[src/rtl/approx_pkg.sv]
// Shared definitions for the column-truncated multiplier/divider family.
package approx_pkg;

  // Operation phases of the sequential divider.
  typedef enum logic [1:0] {
    IDLE = 2'd0,
    BUSY = 2'd1,
    DONE = 2'd2
  } div_state_e;

  // Narrowest operand width the truncated datapaths support.
  localparam int unsigned LENGTH_MIN = 2;
  // Widest operand width whose product domain fits trunc_low's 64-bit container.
  localparam int unsigned LENGTH_MAX = 32;

  // Zero the n least-significant bits of x; n >= 64 clears everything.
  function automatic logic [63:0] trunc_low(input logic [63:0] x, input int unsigned n);
    logic [63:0] mask;
    mask = (n >= 64) ? 64'd0 : (~64'd0 << n);
    return x & mask;
  endfunction

  // Truncation point must sit inside the upper half of the product domain.
  function automatic bit theta_legal(input int unsigned length, input int unsigned theta);
    return (length >= LENGTH_MIN) && (length <= LENGTH_MAX) &&
           (theta >= length) && (theta <= 2 * length - 1);
  endfunction

  // Number of low dividend columns dropped for a given LENGTH/THETA pair.
  function automatic int unsigned trunc_cols(input int unsigned length, input int unsigned theta);
    return (theta_legal(length, theta) && (theta > length)) ? (theta - length) : 0;
  endfunction

endpackage

[src/rtl/column_approx_div_step.sv]
// One restoring-division step: shift in the next dividend bit, subtract if it fits.
module column_approx_div_step #(
  parameter int unsigned LENGTH = 8
) (
  input  logic [LENGTH-1:0] rem_i,
  input  logic              bit_i,
  input  logic [LENGTH-1:0] divisor_i,
  output logic [LENGTH-1:0] rem_c_o,
  output logic              qbit_c_o
);

  localparam int unsigned TW = LENGTH + 1;

  logic [TW-1:0] trial_c;
  logic [TW-1:0] diff_c;
  logic [TW-1:0] divisor_ext_c;

  // Partial remainder extended by one bit so the compare never wraps.
  always_comb begin
    trial_c       = {rem_i, bit_i};
    divisor_ext_c = {1'b0, divisor_i};
    diff_c        = trial_c - divisor_ext_c;
    qbit_c_o      = 1'b0;
    rem_c_o       = LENGTH'(trial_c);
    if (trial_c >= divisor_ext_c) begin
      qbit_c_o = 1'b1;
      rem_c_o  = LENGTH'(diff_c);
    end
  end

endmodule

[src/rtl/column_approx_divider.sv]
// Sequential approximate restoring divider over a column-truncated dividend.
module column_approx_divider
  import approx_pkg::*;
#(
  parameter int unsigned LENGTH = 8,
  parameter int unsigned THETA  = 10
) (
  input  logic                  clk,
  input  logic                  rst_n,
  input  logic                  in_valid,
  output logic                  in_ready,
  input  logic [2*LENGTH-1:0]   dividend,
  input  logic [LENGTH-1:0]     divisor,
  output logic                  out_valid,
  input  logic                  out_ready,
  output logic [LENGTH-1:0]     quotient,
  output logic [LENGTH-1:0]     remainder,
  output logic                  overflow
);

  localparam int unsigned DW    = 2 * LENGTH;
  localparam int unsigned CW    = $clog2(LENGTH + 1);
  localparam int unsigned TRUNC = trunc_cols(LENGTH, THETA);

  div_state_e        state_q, state_d;
  logic [LENGTH-1:0] rem_q, rem_d;
  logic [LENGTH-1:0] low_q, low_d;
  logic [LENGTH-1:0] div_q, div_d;
  logic [LENGTH-1:0] quo_q, quo_d;
  logic [CW-1:0]     cnt_q, cnt_d;
  logic              ovf_q, ovf_d;
  logic              in_ready_q, in_ready_d;
  logic              out_valid_q, out_valid_d;

  logic [DW-1:0]     dt_c;
  logic [LENGTH-1:0] dt_hi_c;
  logic [LENGTH-1:0] dt_lo_c;
  logic [LENGTH-1:0] step_rem_c;
  logic              step_qbit_c;

  // Drop the low product columns exactly as the truncated multipliers do.
  always_comb begin
    dt_c    = DW'(trunc_low(64'(dividend), TRUNC));
    dt_hi_c = dt_c[DW-1:LENGTH];
    dt_lo_c = dt_c[LENGTH-1:0];
  end

  column_approx_div_step #(
    .LENGTH(LENGTH)
  ) u_step (
    .rem_i    (rem_q),
    .bit_i    (low_q[LENGTH-1]),
    .divisor_i(div_q),
    .rem_c_o  (step_rem_c),
    .qbit_c_o (step_qbit_c)
  );

  // Next-state and datapath update for IDLE -> BUSY -> DONE -> IDLE.
  always_comb begin
    state_d = state_q;
    rem_d   = rem_q;
    low_d   = low_q;
    div_d   = div_q;
    quo_d   = quo_q;
    cnt_d   = cnt_q;
    ovf_d   = ovf_q;
    unique case (state_q)
      IDLE: begin
        if (in_valid) begin
          div_d = divisor;
          if (dt_hi_c >= divisor) begin
            // Quotient cannot fit (includes divide by zero): answer immediately.
            state_d = DONE;
            quo_d   = '1;
            rem_d   = '0;
            ovf_d   = 1'b1;
          end else begin
            state_d = BUSY;
            rem_d   = dt_hi_c;
            low_d   = dt_lo_c;
            quo_d   = '0;
            ovf_d   = 1'b0;
            cnt_d   = CW'(LENGTH);
          end
        end
      end
      BUSY: begin
        rem_d = step_rem_c;
        low_d = low_q << 1;
        quo_d = {quo_q[LENGTH-2:0], step_qbit_c};
        cnt_d = cnt_q - CW'(1);
        if (cnt_q == CW'(1)) begin
          state_d = DONE;
        end
      end
      DONE: begin
        if (out_ready) begin
          state_d = IDLE;
        end
      end
      default: begin
        state_d = IDLE;
      end
    endcase
    in_ready_d  = (state_d == IDLE);
    out_valid_d = (state_d == DONE);
  end

  // State, datapath and handshake registers; reset discards any in-flight op.
  always_ff @(posedge clk or negedge rst_n) begin
    if (!rst_n) begin
      state_q     <= IDLE;
      rem_q       <= '0;
      low_q       <= '0;
      div_q       <= '0;
      quo_q       <= '0;
      cnt_q       <= '0;
      ovf_q       <= 1'b0;
      in_ready_q  <= 1'b1;
      out_valid_q <= 1'b0;
    end else begin
      state_q     <= state_d;
      rem_q       <= rem_d;
      low_q       <= low_d;
      div_q       <= div_d;
      quo_q       <= quo_d;
      cnt_q       <= cnt_d;
      ovf_q       <= ovf_d;
      in_ready_q  <= in_ready_d;
      out_valid_q <= out_valid_d;
    end
  end

  assign in_ready  = in_ready_q;
  assign out_valid = out_valid_q;
  assign quotient  = quo_q;
  assign remainder = rem_q;
  assign overflow  = ovf_q;

endmodule

[config.mk]
export PLATFORM = sky130hd
export DESIGN_NAME = column_approx_divider
export DESIGN_NICKNAME = d
export VERILOG_FILES = /design/src/rtl/approx_pkg.sv /design/src/rtl/column_approx_div_step.sv /design/src/rtl/column_approx_divider.sv
export SDC_FILE = /design/constraint.sdc
export NUM_CORES = 1
export LEC_CHECK = 0
export ABC_AREA = 1
export BUFFER_PORTS_ARGS = -buffer_cell sky130_fd_sc_hd__clkbuf_2
export CORE_ASPECT_RATIO = 1.2
export CORE_MARGIN = 4
export CORE_UTILIZATION = 55
export DETAILED_ROUTE_END_ITERATION = 7
export PLACE_DENSITY_LB_ADDON = 0.25
export SKIP_CTS_REPAIR_TIMING = 1
export SYNTH_ARGS = -nofsm -noshare
export SYNTH_HDL_FRONTEND = slang
export SYNTH_HIERARCHICAL = 1
export SYNTH_SLANG_ARGS = --single-unit
[constraint.sdc]
create_clock -name clk -period 2.11 [get_ports clk]
set_clock_uncertainty 0.05 [all_clocks]
set_input_delay 0.3165 -clock clk [delete_from_list [all_inputs] [get_ports clk]]
set_output_delay 0.3165 -clock clk [all_outputs]
set_load 0.05 [all_outputs]
Word-level counts from Yosys, hierarchy flattened
Index checks and enable logic that the tools add are counted.
Widths: inputs -> output; s select.
{"block": "word_totals", "ff_bits": 41, "latchBits": 0, "ramBits": 0, "mem_bits_ro": 0, "inputBits": 28, "output_inout_bits": 19, "elab_cells": 45, "n_memories": 0}
{"block": "classes", "add_sub_neg": 2, "multipliers": 0, "n_div": 0, "magnitude_cmp": 2, "n_eq_ne": 6, "n_shift": 0, "muxes": 20, "bitwise_logic": 0, "n_reduce_logical": 6}
{"operator": "$mux 8", "count": 7}
{"operator": "$pmux 8 s2", "count": 3}
{"operator": "$ge 9x8->1", "count": 1}
{"operator": "$ge 8x8->1", "count": 1}
{"operator": "$mux 2", "count": 4}
{"operator": "$mux 4", "count": 2}
{"operator": "$pmux 4 s2", "count": 1}
{"operator": "$sub 8x8->8", "count": 1}
{"operator": "$pmux 2 s3", "count": 1}
{"operator": "$eq 2x2->1 const B", "count": 2}
{"operator": "$eq 4x1->1 const B", "count": 1}
{"operator": "$logic_not 2->1", "count": 2}
{"operator": "$ne 2x2->1 const B", "count": 2}
{"operator": "$reduce_and 2->1", "count": 2}
{"operator": "$sub 4x1->4 const B", "count": 1}
{"operator": "$reduce_and 3->1", "count": 1}
{"operator": "$eq 2x1->1 const B", "count": 1}
{"operator": "$mux 1", "count": 2}
{"operator": "$reduce_bool 2->1", "count": 1}

Longest topological paths before layout
Gate-level depths: netlist (run 1).
{"block": "logic_depth", "word_depth": 5, "mapped_depth": 13, "mapped_depth_nobuf": 13}

By module
The synthesis (run 1) kept the hierarchy.
{"module": "column_approx_divider", "n_inst": 1, "cells_each": 225, "area_each_um2": 2001.9, "seq_area_each_um2": 977.2}
{"module": "column_approx_div_step", "n_inst": 1, "cells_each": 106, "area_each_um2": 605.6, "seq_area_each_um2": 0.0}

Worst setup path before layout (run 1)
OpenSTA, ideal clock, no wires.
{"block": "synth_path", "path_type": "reg-to-reg", "start": "register rem_q[1], in the netlist remainder[1]", "end": "register rem_q[4], in the netlist remainder[4]", "setup_ns": 0.123, "t_arrival_ns": 1.928, "required_ns": 1.937, "path_slack_ns": 0.009, "path_stages_with_launch": 11, "path_cell_list": "dfrtp_1 -> ha_1 -> or2_4 -> nand3_2 -> nand2_2 -> nand2_4 -> nand2_4 -> nand2_1 -> nand2_1 -> a22oi_4 -> o21ai_2"}
{"block": "synth_between", "elab_chain_cells": 3, "elab_cells_between_ends": 4, "classes_between": "add/sub: 1; order compare: 1; mux: 2"}
{"item": "start, declared", "line_no": "column_approx_divider.sv:26", "text": "logic [LENGTH-1:0] rem_q, rem_d;"}
{"item": "start signal, assigned", "line_no": "column_approx_divider.sv:123", "text": "rem_q <= rem_d;"}
{"item": "$sub 8x8->8 / $ge 9x8->1 (equally long branches)", "line_no": "column_approx_div_step.sv:22, column_approx_div_step.sv:25"}
{"item": "$mux 8 (*)", "line_no": "column_approx_div_step.sv:25", "text": "if (trial_c >= divisor_ext_c) begin"}
{"item": "named net step_rem_c[4]", "line_no": "column_approx_divider.sv:38", "text": "logic [LENGTH-1:0] step_rem_c;"}
{"item": "$pmux 8 s2 (*)", "line_no": "column_approx_divider.sv:67", "text": "unique case (state_q)"}
Mark *: on every way through the listed nets, which the timed path passes. The rest lies on a longest branch.
A chain may end at the register's enable or synchronous reset.

Worst setup path in the final report (run 1)
{"block": "layout_path", "start": "register low_q[7]", "end": "register rem_q[4], in the netlist remainder[4]"}
{"block": "layout_between", "elab_chain_cells": 3, "elab_cells_between_ends": 4, "classes_between": "add/sub: 1; order compare: 1; mux: 2"}
{"item": "start, declared", "line_no": "column_approx_divider.sv:27", "text": "logic [LENGTH-1:0] low_q, low_d;"}
{"item": "start signal, assigned", "line_no": "column_approx_divider.sv:124", "text": "low_q <= low_d;"}
{"item": "$sub 8x8->8 / $ge 9x8->1 (equally long branches)", "line_no": "column_approx_div_step.sv:22, column_approx_div_step.sv:25"}
{"item": "$mux 8 (*)", "line_no": "column_approx_div_step.sv:25"}
{"item": "named net step_rem_c[4]", "line_no": "column_approx_divider.sv:38"}
{"item": "$pmux 8 s2 (*)", "line_no": "column_approx_divider.sv:67"}
Marks and branches as above.

==> metrics.txt, run 1 <==
# TYPE chip_impl_metric gauge
chip_impl_metric{name="synth_async_sr_flop_share",unit="%"} 100
chip_impl_info{name="cp-start-kind",value="flop"} 1
chip_impl_metric{name="worstMarginPinSlew",unit="ns"} 0.493
chip_impl_metric{name="ys_ff_latch",unit=""} 39
chip_impl_metric{name="setup_tns",unit="ns"} 0
chip_impl_metric{name="hold_viol_final",unit=""} 0
chip_impl_info{name="netlist.top_cell.by_area",value="sky130_fd_sc_hd__dfrtp_1"} 1
chip_impl_info{name="worst_r2r_endpoint",value="remainder[4]"} 1
chip_impl_info{name="worst_r2r_startpoint",value="low_q[7]"} 1
chip_impl_metric{name="via_count",unit=""} 2226
chip_impl_info{name="critical_path.startpoint",value="low_q[7]"} 1
chip_impl_metric{name="max_clock_freq",unit="GHz"} 0.511
chip_impl_metric{name="htree_num_levels",unit=""} 2
chip_impl_metric{name="ctsLongestPathBuffers",unit=""} 2
chip_impl_info{name="synth.top_cells.by_count",value="sky130_fd_sc_hd__nand2_1, sky130_fd_sc_hd__dfrtp_1, sky130_fd_sc_hd__inv_1, sky130_fd_sc_hd__nand3_1, sky130_fd_sc_hd__ha_1"} 1
chip_impl_metric{name="maxSlewViolCount",unit=""} 0
chip_impl_metric{name="required",unit="ns"} 2.24
chip_impl_metric{name="synth-warning-count",unit=""} 6
chip_impl_metric{name="synth_compound_gate_area_share",unit="%"} 8.45
chip_impl_metric{name="floorplan.die_area",unit="um^2"} 5910
chip_impl_metric{name="detail_route.wl_per_cell",unit="um"} 12.5
chip_impl_metric{name="drc_errors",unit=""} 0
chip_impl_info{name="synth_top_family_by_area",value="simple AND/OR/NAND/NOR gates"} 1
chip_impl_metric{name="antenna_violating_nets_post_route",unit=""} 0
chip_impl_metric{name="design.core.area",unit="um^2"} 4590
chip_impl_metric{name="finalCriticalPeriod",unit="ns"} 1.96
chip_impl_metric{name="proportion_of_synthesized_chip_area_in_sequential_cells",unit="%"} 37.5
chip_impl_metric{name="setup_violations",unit=""} 0
chip_impl_info{name="synth.most_common_cell",value="sky130_fd_sc_hd__nand2_1"} 1
chip_impl_info{name="worstHoldPathType",value="in -> async"} 1
chip_impl_metric{name="yosys.area.top_type_share",unit="%"} 36.5
chip_impl_metric{name="dp_hpwl",unit="um"} 4220
chip_impl_metric{name="critical_path.max_fanout",unit=""} 3
chip_impl_info{name="rsz0062_at_grt",value="no"} 1
chip_impl_metric{name="multi_input_gate_area",unit="um^2"} 1390
chip_impl_metric{name="design.final.nets",unit=""} 426
chip_impl_metric{name="floorplan.rows",unit=""} 27
chip_impl_metric{name="grtUsageMet2",unit="%"} 35.2
chip_impl_metric{name="via_per_inst",unit=""} 5.08
chip_impl_metric{name="met3_usage",unit="%"} 4.72
chip_impl_metric{name="drt_pre_antenna_iters",unit=""} 4
chip_impl_metric{name="fillers",unit=""} 430
chip_impl_metric{name="multiplexer_fraction_of_the_synthesized_cell_area",unit="%"} 0
chip_impl_metric{name="routed_wirelength",unit="um"} 5480
chip_impl_metric{name="cts.reportedPaths.clkPinSlew",unit="ns"} 0.08
chip_impl_info{name="clock_tree.root_cell",value="sky130_fd_sc_hd__clkbuf_8"} 1
chip_impl_metric{name="crit_arrival",unit="ns"} 2.09
chip_impl_metric{name="area_growth",unit="%"} 13.6
chip_impl_metric{name="globalRouteTotalUtil",unit="%"} 20.2
chip_impl_info{name="element_type_at_the_critical_path_end",value="flop"} 1
chip_impl_metric{name="use_met1",unit="%"} 23.7
chip_impl_metric{name="synth-edff-count",unit=""} 0
chip_impl_metric{name="seq_area",unit="um^2"} 977
chip_impl_metric{name="pin_count_of_the_biggest_net_entering_global_routing",unit=""} 40
chip_impl_metric{name="grt_antenna_before_repair",unit=""} 0
chip_impl_metric{name="post_synth.cell_area_avg",unit="um^2"} 7.88
chip_impl_metric{name="synth_adder_area_share",unit="%"} 9.40
chip_impl_metric{name="gr-total-overflow",unit=""} 0
chip_impl_info{name="post_synth_main_area_contributors",value="sky130_fd_sc_hd__dfrtp_1, sky130_fd_sc_hd__nand2_1, sky130_fd_sc_hd__ha_1"} 1
chip_impl_metric{name="grt_pass1_vias",unit=""} 2249
chip_impl_metric{name="syn-instance-count",unit=""} 331
chip_impl_metric{name="die_width",unit="um"} 70.9
chip_impl_metric{name="syn-cell-area",unit="um^2"} 2610
chip_impl_metric{name="clk_latency",unit="ns"} 0.29
chip_impl_metric{name="num_antenna_cells",unit=""} 0
chip_impl_metric{name="synth_xor_area_share",unit="%"} 1.34
chip_impl_info{name="grt-busiest-layer",value="met2"} 1
chip_impl_metric{name="grt_pass1_wl",unit="um"} 9750
chip_impl_metric{name="maxCapViolCount",unit=""} 0
chip_impl_metric{name="tritoncts.num_buffers",unit=""} 5
chip_impl_info{name="yosys_most_used_dff",value="sky130_fd_sc_hd__dfrtp_1"} 1
chip_impl_metric{name="initial_utilization",unit="%"} 56.8
chip_impl_metric{name="synth_cell_types",unit=""} 37
chip_impl_metric{name="timing.max_slew.rel_slack",unit="%"} 67.1
chip_impl_info{name="worst_setup_path_class",value="reg -> reg"} 1
chip_impl_metric{name="finalWeightedCongestion",unit=""} 0.841
chip_impl_info{name="tritoncts",value="built"} 1
chip_impl_metric{name="cts.sinks",unit=""} 39
chip_impl_metric{name="syn-num-nets",unit=""} 378
chip_impl_info{name="status",value="complete, no violations"} 1
chip_impl_metric{name="synthSimpleGateAreaFrac",unit="%"} 33.8
chip_impl_metric{name="reg2reg_setup_slack",unit="ns"} 0.15
chip_impl_metric{name="finalHoldWorstSlack",unit="ns"} 0.0160
chip_impl_metric{name="dieHeight",unit="um"} 83.4
chip_impl_metric{name="post_route_cells_drive_above_1_share",unit="%"} 24.2
chip_impl_metric{name="number_of_buffer_cells_added_on_primary_ports",unit=""} 44
chip_impl_metric{name="layout_worst_path_cycle_share",unit="%"} 92.8
chip_impl_info{name="crit_end",value="remainder[4]"} 1
chip_impl_metric{name="r2r_cells",unit=""} 11
chip_impl_metric{name="io_pins",unit=""} 47
chip_impl_metric{name="drtIter0Drc",unit=""} 105
[worst min-delay path by stage]
stage,startpoint,endpoint,slack [ns],cells after the start
after floorplan,rst_n,cnt_q[0],-0.03,0
after global placement,rst_n,low_q[6],0.35,2
after detailed placement,rst_n,low_q[6],0.35,2
after CTS,rst_n,remainder[0],0.03,2
after global routing,rst_n,low_q[5],0.05,2
final,rst_n,low_q[6],0.02,2
[cell type report]
type | count | area share, %
Multi-Input combinational cell | 240 | 47.1
Tap cell | 58 | 2.45
Timing Repair Buffer | 50 | 8.96
Inverter | 43 | 5.66
Clock buffer | 6 | 2.45
Clock inverter | 2 | 0.422
Sequential cell | 39 | 33.0
[metal layers]
metal,wire length [um],vias up
met1,2320,1031
met4,87,0
met3,218,10
met5,0,-
met2,2850,34
li1,-,1151
[critical path, stage by stage (launching register included)]
cell,delay (ns)
sky130_fd_sc_hd__dfrtp_1,0.40
sky130_fd_sc_hd__inv_1,0.07
sky130_fd_sc_hd__ha_1,0.24
sky130_fd_sc_hd__fa_1,0.41
sky130_fd_sc_hd__inv_1,0.09
sky130_fd_sc_hd__nand3_1,0.07
sky130_fd_sc_hd__nand3_1,0.09
sky130_fd_sc_hd__xor2_1,0.07
sky130_fd_sc_hd__nand2_1,0.07
sky130_fd_sc_hd__nand2_1,0.07
sky130_fd_sc_hd__a22oi_4,0.16
sky130_fd_sc_hd__o21ai_2,0.06
[sequential cells by signal (all words and copies together), names as in the netlist]
register,count
cnt_q,4
div_q,8
in_ready,1
low_q,6
out_valid,1
overflow,1
quotient,8
remainder,8
state_q,2
[cell families (layout without fill, tap and decap cells)]
logic type / count (synthesis) / count (layout)
adders and majority gates: 19 / 19
AOI/OAI and AO/OA: 30 / 30
DFF: 39 / 39
and+or+nand+nor: 187 / 187
buffers and inverters: 52 / 101
xor gates and xnor gates: 4 / 4
[cells in the final DEF (no fill, tap or decap), types with 2 or more instances in the layout]
cell                         n
sky130_fd_sc_hd__a21oi_1     4
sky130_fd_sc_hd__clkbuf_2   44
sky130_fd_sc_hd__o21ai_0     5
sky130_fd_sc_hd__dfrtp_1    38
sky130_fd_sc_hd__buf_4       6
sky130_fd_sc_hd__nor2_2      4
sky130_fd_sc_hd__inv_1      38
sky130_fd_sc_hd__nor2_1      6
sky130_fd_sc_hd__nand2_2     8
sky130_fd_sc_hd__nand4_1     2
sky130_fd_sc_hd__xor2_1      2
sky130_fd_sc_hd__clkinv_2    2
sky130_fd_sc_hd__nor3_4      2
sky130_fd_sc_hd__a22oi_1     6
sky130_fd_sc_hd__nand2_4     4
sky130_fd_sc_hd__ha_1       17
sky130_fd_sc_hd__inv_2       2
sky130_fd_sc_hd__o21ai_1     8
sky130_fd_sc_hd__o21ai_2     2
sky130_fd_sc_hd__nand3_1    33
sky130_fd_sc_hd__clkbuf_8    5
sky130_fd_sc_hd__xnor2_1     2
sky130_fd_sc_hd__nand2_1   121
sky130_fd_sc_hd__nor2_4      2
sky130_fd_sc_hd__a22oi_4     2
[through the flow]
| stage | worst slack, ns | utilization, % | cells | instance area, um^2 |
|---|---|---|---|---|
| 6_report | 0.153 | 64.5 | 438 | 2960 |
| 5_1_grt | 0.00912 | 64.5 | 438 | 2960 |
| 4_1_cts | 0.130 | 64.2 | 438 | 2950 |
| 3_5_place_dp | 0.149 | 62.3 | 430 | 2860 |
| 3_3_place_gp | 0.168 | 62.3 | 430 | 2860 |
| 2_1_floorplan | 0.00884 | - | 331 | 2610 |
Power of run 1 is left out: the tool's default activity adds up to more than one toggle a clock period on the data nets, which glitch-free logic cannot reach.
==> run 2, diff against run 1 <==
Settings changed: CORE_UTILIZATION 55 to 40.
==> metrics.txt, run 2 (same netlist as run 1, synthesis figures left out) <==
# TYPE chip_impl_metric gauge
chip_impl_metric{name="die_width",unit="um"} 81.7
chip_impl_metric{name="cts.sinks",unit=""} 39
chip_impl_metric{name="clk_latency",unit="ns"} 0.29
chip_impl_metric{name="maxCapViolCount",unit=""} 0
chip_impl_metric{name="maxSlewViolCount",unit=""} 0
chip_impl_metric{name="area_growth",unit="%"} 16.3
chip_impl_info{name="clock_tree.root_cell",value="sky130_fd_sc_hd__clkbuf_8"} 1
chip_impl_info{name="mostFrequentLayoutCells",value="sky130_fd_sc_hd__nand2_1, sky130_fd_sc_hd__clkbuf_2, sky130_fd_sc_hd__inv_1, sky130_fd_sc_hd__dfrtp_1, sky130_fd_sc_hd__nand3_1"} 1
chip_impl_metric{name="grt_pass1_wl",unit="um"} 9860
chip_impl_info{name="element_type_at_the_critical_path_end",value="flop"} 1
chip_impl_metric{name="finalWeightedCongestion",unit=""} 0.825
chip_impl_info{name="worst_setup_path_class",value="reg -> reg"} 1
chip_impl_metric{name="routed_wirelength",unit="um"} 5690
chip_impl_metric{name="gr-total-overflow",unit=""} 0
chip_impl_metric{name="timing.max_slew.rel_slack",unit="%"} 67.0
chip_impl_metric{name="dieHeight",unit="um"} 96.4
chip_impl_metric{name="setup_violations",unit=""} 0
chip_impl_metric{name="floorplan.rows",unit=""} 31
chip_impl_metric{name="post_route_cells_drive_above_1_share",unit="%"} 25.5
chip_impl_metric{name="grt_antenna_before_repair",unit=""} 0
chip_impl_metric{name="tritoncts.num_buffers",unit=""} 5
chip_impl_metric{name="number_of_buffer_cells_added_on_primary_ports",unit=""} 44
chip_impl_info{name="status",value="complete, no violations"} 1
chip_impl_metric{name="io_pins",unit=""} 47
chip_impl_info{name="cp-start-kind",value="flop"} 1
chip_impl_metric{name="finish.cell_count_without_fillers",unit=""} 467
chip_impl_metric{name="required",unit="ns"} 2.23
chip_impl_metric{name="cts.reportedPaths.clkPinSlew",unit="ns"} 0.08
chip_impl_metric{name="dpl.cell_count",unit=""} 457
chip_impl_info{name="critical_path.startpoint",value="remainder[1]"} 1
chip_impl_metric{name="pin_count_of_the_biggest_net_entering_global_routing",unit=""} 40
chip_impl_metric{name="drt_pre_antenna_iters",unit=""} 4
chip_impl_metric{name="finalCriticalPeriod",unit="ns"} 1.93
chip_impl_metric{name="initial_utilization",unit="%"} 42.3
chip_impl_metric{name="num_antenna_cells",unit=""} 0
chip_impl_info{name="worst_r2r_startpoint",value="remainder[1]"} 1
chip_impl_info{name="worstHoldPathType",value="in -> async"} 1
chip_impl_metric{name="grt_pass1_vias",unit=""} 2218
chip_impl_metric{name="globalRouteTotalUtil",unit="%"} 16.2
chip_impl_metric{name="detail_route.wl_per_cell",unit="um"} 12.2
chip_impl_metric{name="max_clock_freq",unit="GHz"} 0.517
chip_impl_metric{name="hold_viol_final",unit=""} 0
chip_impl_metric{name="design.final.nets",unit=""} 431
chip_impl_metric{name="htree_num_levels",unit=""} 2
chip_impl_metric{name="layout_worst_path_cycle_share",unit="%"} 91.7
chip_impl_metric{name="antenna_violating_nets_post_route",unit=""} 0
chip_impl_metric{name="setup_tns",unit="ns"} 0
chip_impl_metric{name="floorplan.die_area",unit="um^2"} 7880
chip_impl_metric{name="drtIter0Drc",unit=""} 68
chip_impl_info{name="tritoncts",value="built"} 1
chip_impl_metric{name="via_per_inst",unit=""} 4.74
chip_impl_metric{name="drc_errors",unit=""} 0
chip_impl_info{name="layout.cells.most_common",value="sky130_fd_sc_hd__nand2_1"} 1
chip_impl_metric{name="crit_arrival",unit="ns"} 2.05
chip_impl_metric{name="dp_hpwl",unit="um"} 4330
chip_impl_metric{name="worstMarginPinSlew",unit="ns"} 0.496
chip_impl_metric{name="critical_path.max_fanout",unit=""} 9
chip_impl_metric{name="ctsLongestPathBuffers",unit=""} 2
chip_impl_metric{name="design.core.area",unit="um^2"} 6170
chip_impl_metric{name="via_count",unit=""} 2212
chip_impl_info{name="rsz0062_at_grt",value="no"} 1
==> run 2: final timing paths <==
kind / to / slack, ns / depth (start not counted)
min in group clk: low_q[2] / 0.17 / 3
max in group asynchronous: in_ready / 1.64 / 2
worst min register to register: div_q[4] / 0.44 / 2
worst max register to register: remainder[3] / 0.18 / 10
worst min-delay path: state_q[0] / 0.01 / 2
worst max-delay path: remainder[3] / 0.18 / 10
==> run 2: routing by layer <==
metal  global-route usage [%]  wire, um  vias up
met5                        0         0        -
met4                     5.68        74        0
met3                     2.69       188        6
met2                     26.7      2720       43
met1                     21.4      2700     1006
li1                         -         -     1157
==> run 2: cell type report <==
cell class              instances  area, um^2
fillers                       639        3140
multi-input cells             240        1400
flip-flops and latches         39         977
repair buffers                 55         303
inverters                      43         168
well taps                      82         103
clock buffers                   6        72.6
clock inverters                 2        12.5
==> run 2: critical path, stage by stage (launching register included) <==
cell                      delay (ns)
sky130_fd_sc_hd__dfrtp_1        0.44
sky130_fd_sc_hd__ha_4           0.28
sky130_fd_sc_hd__or2_4          0.24
sky130_fd_sc_hd__nand3_2        0.09
sky130_fd_sc_hd__nand2_2        0.07
sky130_fd_sc_hd__nand2_4        0.13
sky130_fd_sc_hd__nand2_4        0.12
sky130_fd_sc_hd__nand2_1        0.08
sky130_fd_sc_hd__nand2_1        0.05
sky130_fd_sc_hd__a22oi_1        0.19
sky130_fd_sc_hd__o21ai_1        0.09
==> run 2: per-stage QoR <==
step	util [%]	hold slack [ns]	setup slack [ns]	cell area (um^2)
3_3_place_gp	47.3	0.357	0.0840	2920
2_1_floorplan	-	-0.0291	0.00884	2610
5_1_grt	49.2	0.0579	0.0263	3030
3_5_place_dp	47.3	0.359	0.0853	2920
4_1_cts	48.7	0.0393	0.0666	3000
6_report	49.2	0.0147	0.175	3030
Power of run 2 is left out for the same reason.
==> run 3, diff against run 2 <==
Settings changed: CORE_ASPECT_RATIO 1.2 to 1.25, SYNTH_HIERARCHICAL 1 to default.
==> metrics.txt, run 3 <==
# TYPE chip_impl_metric gauge
chip_impl_metric{name="setup_tns",unit="ns"} 0
chip_impl_metric{name="design.final.nets",unit=""} 429
chip_impl_metric{name="reg2reg_setup_slack",unit="ns"} 0.25
chip_impl_info{name="layout.cells.most_common",value="sky130_fd_sc_hd__nand2_1"} 1
chip_impl_metric{name="die_width",unit="um"} 78.6
chip_impl_metric{name="crit_arrival",unit="ns"} 2.02
chip_impl_metric{name="drt_pre_antenna_iters",unit=""} 4
chip_impl_metric{name="syn-num-nets",unit=""} 377
chip_impl_info{name="synth.most_common_cell",value="sky130_fd_sc_hd__nand2_1"} 1
chip_impl_metric{name="proportion_of_synthesized_chip_area_in_sequential_cells",unit="%"} 39.2
chip_impl_metric{name="drtIter0Drc",unit=""} 89
chip_impl_metric{name="clk_latency",unit="ns"} 0.29
chip_impl_metric{name="r2r_cells",unit=""} 10
chip_impl_metric{name="worstMarginPinSlew",unit="ns"} 0.490
chip_impl_metric{name="via_count",unit=""} 2230
chip_impl_metric{name="yosys.area.top_type_share",unit="%"} 38.1
chip_impl_info{name="worst_setup_path_class",value="reg -> reg"} 1
chip_impl_metric{name="drc_errors",unit=""} 0
chip_impl_info{name="worstHoldPathType",value="in -> reg"} 1
chip_impl_metric{name="gr-total-overflow",unit=""} 0
chip_impl_metric{name="finalCriticalPeriod",unit="ns"} 1.86
chip_impl_metric{name="synth_async_sr_flop_share",unit="%"} 100
chip_impl_metric{name="pin_count_of_the_biggest_net_entering_global_routing",unit=""} 23
chip_impl_metric{name="area_growth",unit="%"} 18.7
chip_impl_info{name="mostFrequentLayoutCells",value="sky130_fd_sc_hd__nand2_1, sky130_fd_sc_hd__nor2_1, sky130_fd_sc_hd__clkbuf_2"} 1
chip_impl_metric{name="tritoncts.num_buffers",unit=""} 5
chip_impl_metric{name="initial_utilization",unit="%"} 42.0
chip_impl_metric{name="critical_path.max_fanout",unit=""} 9
chip_impl_metric{name="syn-instance-count",unit=""} 330
chip_impl_info{name="cp-start-kind",value="flop"} 1
chip_impl_metric{name="post_route_cells_drive_above_1_share",unit="%"} 20.9
chip_impl_info{name="tritoncts",value="built"} 1
chip_impl_metric{name="routed_wirelength",unit="um"} 5770
chip_impl_metric{name="post_synth.cell_area_avg",unit="um^2"} 7.56
chip_impl_metric{name="maxCapViolCount",unit=""} 0
chip_impl_metric{name="via_per_inst",unit=""} 4.80
chip_impl_info{name="status",value="complete, no violations"} 1
chip_impl_info{name="yosys_most_used_dff",value="sky130_fd_sc_hd__dfrtp_1"} 1
chip_impl_info{name="critical_path.startpoint",value="remainder[3]"} 1
chip_impl_metric{name="detail_route.wl_per_cell",unit="um"} 12.4
chip_impl_metric{name="grt_antenna_before_repair",unit=""} 0
chip_impl_metric{name="synth_cell_types",unit=""} 36
chip_impl_info{name="worst_r2r_endpoint",value="remainder[2]"} 1
chip_impl_metric{name="cts.sinks",unit=""} 39
chip_impl_info{name="crit_end",value="remainder[2]"} 1
chip_impl_metric{name="synth-edff-count",unit=""} 0
chip_impl_metric{name="grt_pass1_vias",unit=""} 2244
chip_impl_metric{name="max_clock_freq",unit="GHz"} 0.539
chip_impl_metric{name="hold_viol_final",unit=""} 0
chip_impl_metric{name="grt_pass1_wl",unit="um"} 9990
chip_impl_metric{name="required",unit="ns"} 2.27
chip_impl_metric{name="syn-cell-area",unit="um^2"} 2490
chip_impl_metric{name="floorplan.die_area",unit="um^2"} 7570
chip_impl_info{name="netlist.top_cell.by_area",value="sky130_fd_sc_hd__dfrtp_1"} 1
chip_impl_metric{name="layout_worst_path_cycle_share",unit="%"} 88.0
chip_impl_metric{name="setup_violations",unit=""} 0
chip_impl_metric{name="num_antenna_cells",unit=""} 0
chip_impl_metric{name="ctsLongestPathBuffers",unit=""} 2
chip_impl_metric{name="multi_input_gate_area",unit="um^2"} 1310
chip_impl_info{name="rsz0062_at_grt",value="no"} 1
chip_impl_info{name="worst_r2r_startpoint",value="remainder[3]"} 1
chip_impl_metric{name="floorplan.rows",unit=""} 31
chip_impl_metric{name="htree_num_levels",unit=""} 2
chip_impl_metric{name="synth-warning-count",unit=""} 0
chip_impl_metric{name="dpl.cell_count",unit=""} 456
chip_impl_metric{name="ys_ff_latch",unit=""} 39
chip_impl_metric{name="antenna_violating_nets_post_route",unit=""} 0
chip_impl_metric{name="cts.reportedPaths.clkPinSlew",unit="ns"} 0.08
chip_impl_metric{name="io_pins",unit=""} 47
chip_impl_metric{name="seq_area",unit="um^2"} 977
chip_impl_metric{name="fillers",unit=""} 607
chip_impl_metric{name="timing.max_slew.rel_slack",unit="%"} 67.3
chip_impl_metric{name="number_of_buffer_cells_added_on_primary_ports",unit=""} 44
chip_impl_metric{name="finalWeightedCongestion",unit=""} 0.821
chip_impl_info{name="post_synth_main_area_contributors",value="sky130_fd_sc_hd__dfrtp_1, sky130_fd_sc_hd__nand2_1, sky130_fd_sc_hd__ha_1"} 1
chip_impl_metric{name="dieHeight",unit="um"} 96.3
chip_impl_info{name="clock_tree.root_cell",value="sky130_fd_sc_hd__clkbuf_8"} 1
chip_impl_metric{name="design.core.area",unit="um^2"} 5930
chip_impl_metric{name="finish.cell_count_without_fillers",unit=""} 465
chip_impl_metric{name="maxSlewViolCount",unit=""} 0
chip_impl_metric{name="globalRouteTotalUtil",unit="%"} 16.6
chip_impl_metric{name="dp_hpwl",unit="um"} 4610
chip_impl_info{name="synth.top_cells.by_count",value="sky130_fd_sc_hd__nand2_1, sky130_fd_sc_hd__nor2_1, sky130_fd_sc_hd__inv_1, sky130_fd_sc_hd__dfrtp_1, sky130_fd_sc_hd__nand3_1"} 1
chip_impl_info{name="element_type_at_the_critical_path_end",value="flop"} 1
## run 3: cell count changes in the layout (fill, tap and decap cells not counted), sizes merged, moves of 3 or more
cell,previous run,this run
o21ai,15,19
nand3b,0,3
a22oi,8,1
a21oi,5,17
nor2,12,50
buf,11,5
clkinv,3,0
nand3,34,26
nand2,133,80
inv,41,50
## run 3: logic make-up (layout without fill, tap and decap cells)
logic type                 after synthesis  in the layout  synth area share, %
DFF                                     39             39                 39.2
xor gates and xnor gates                 4              4                 1.40
adders and majority gates               19             19                 9.83
and+or+nand+nor                        170            170                 31.4
AOI/OAI and AO/OA                       43             43                 9.63
buffers and inverters                   55            108                 8.53
## run 3: worst min path at each step
stage | slack (ns) | cells after the start | startpoint | to
2_1_floorplan | -0.03 | 0 | rst_n | cnt_q[0]
3_3_place_gp | 0.24 | 1 | rst_n | quotient[7]
3_5_place_dp | 0.26 | 1 | rst_n | quotient[3]
4_1_cts | -0.06 | 1 | rst_n | quotient[3]
5_1_grt | 0.21 | 3 | divisor[0] | div_q[0]
6_report | 0.20 | 3 | divisor[0] | div_q[0]
## run 3: critical path, cell delays in order (launching register included)
cell,delay (ns)
sky130_fd_sc_hd__dfrtp_1,0.43
sky130_fd_sc_hd__ha_1,0.38
sky130_fd_sc_hd__nand2_1,0.12
sky130_fd_sc_hd__inv_2,0.04
sky130_fd_sc_hd__nand2_1,0.11
sky130_fd_sc_hd__nand2_1,0.07
sky130_fd_sc_hd__nand2_1,0.09
sky130_fd_sc_hd__nand4_4,0.16
sky130_fd_sc_hd__nand2_1,0.10
sky130_fd_sc_hd__nand3_1,0.07
sky130_fd_sc_hd__a21oi_1,0.16
## run 3: layout make-up
type                       instances  area share, %
tap                               82           3.46
timing repair buffer              50           9.46
inverter                          50           6.34
sequential                        39           33.0
clock buffer                       8           3.38
multi-input combinational        236           44.4
## run 3: layer usage
layer | global-route usage, % | part of all wire, %
met4 | 4.37 | 1.1
met3 | 3.37 | 3.7
met1 | 19.1 | 43
met5 | 0 | 0
met2 | 31.3 | 52
## run 3: stage by stage
step	worst slack, ns	area, um^2	hold WS (ns)	utilization, %
after floorplan	0.160	2490	-0.0291	-
after global placement	0.199	2840	0.245	47.9
after detailed placement	0.154	2840	0.260	47.9
after CTS	0.141	2940	-0.0642	49.6
after global routing	0.0468	2960	0.212	49.9
final	0.253	2960	0.202	49.9
Power of run 3 is left out for the same reason.
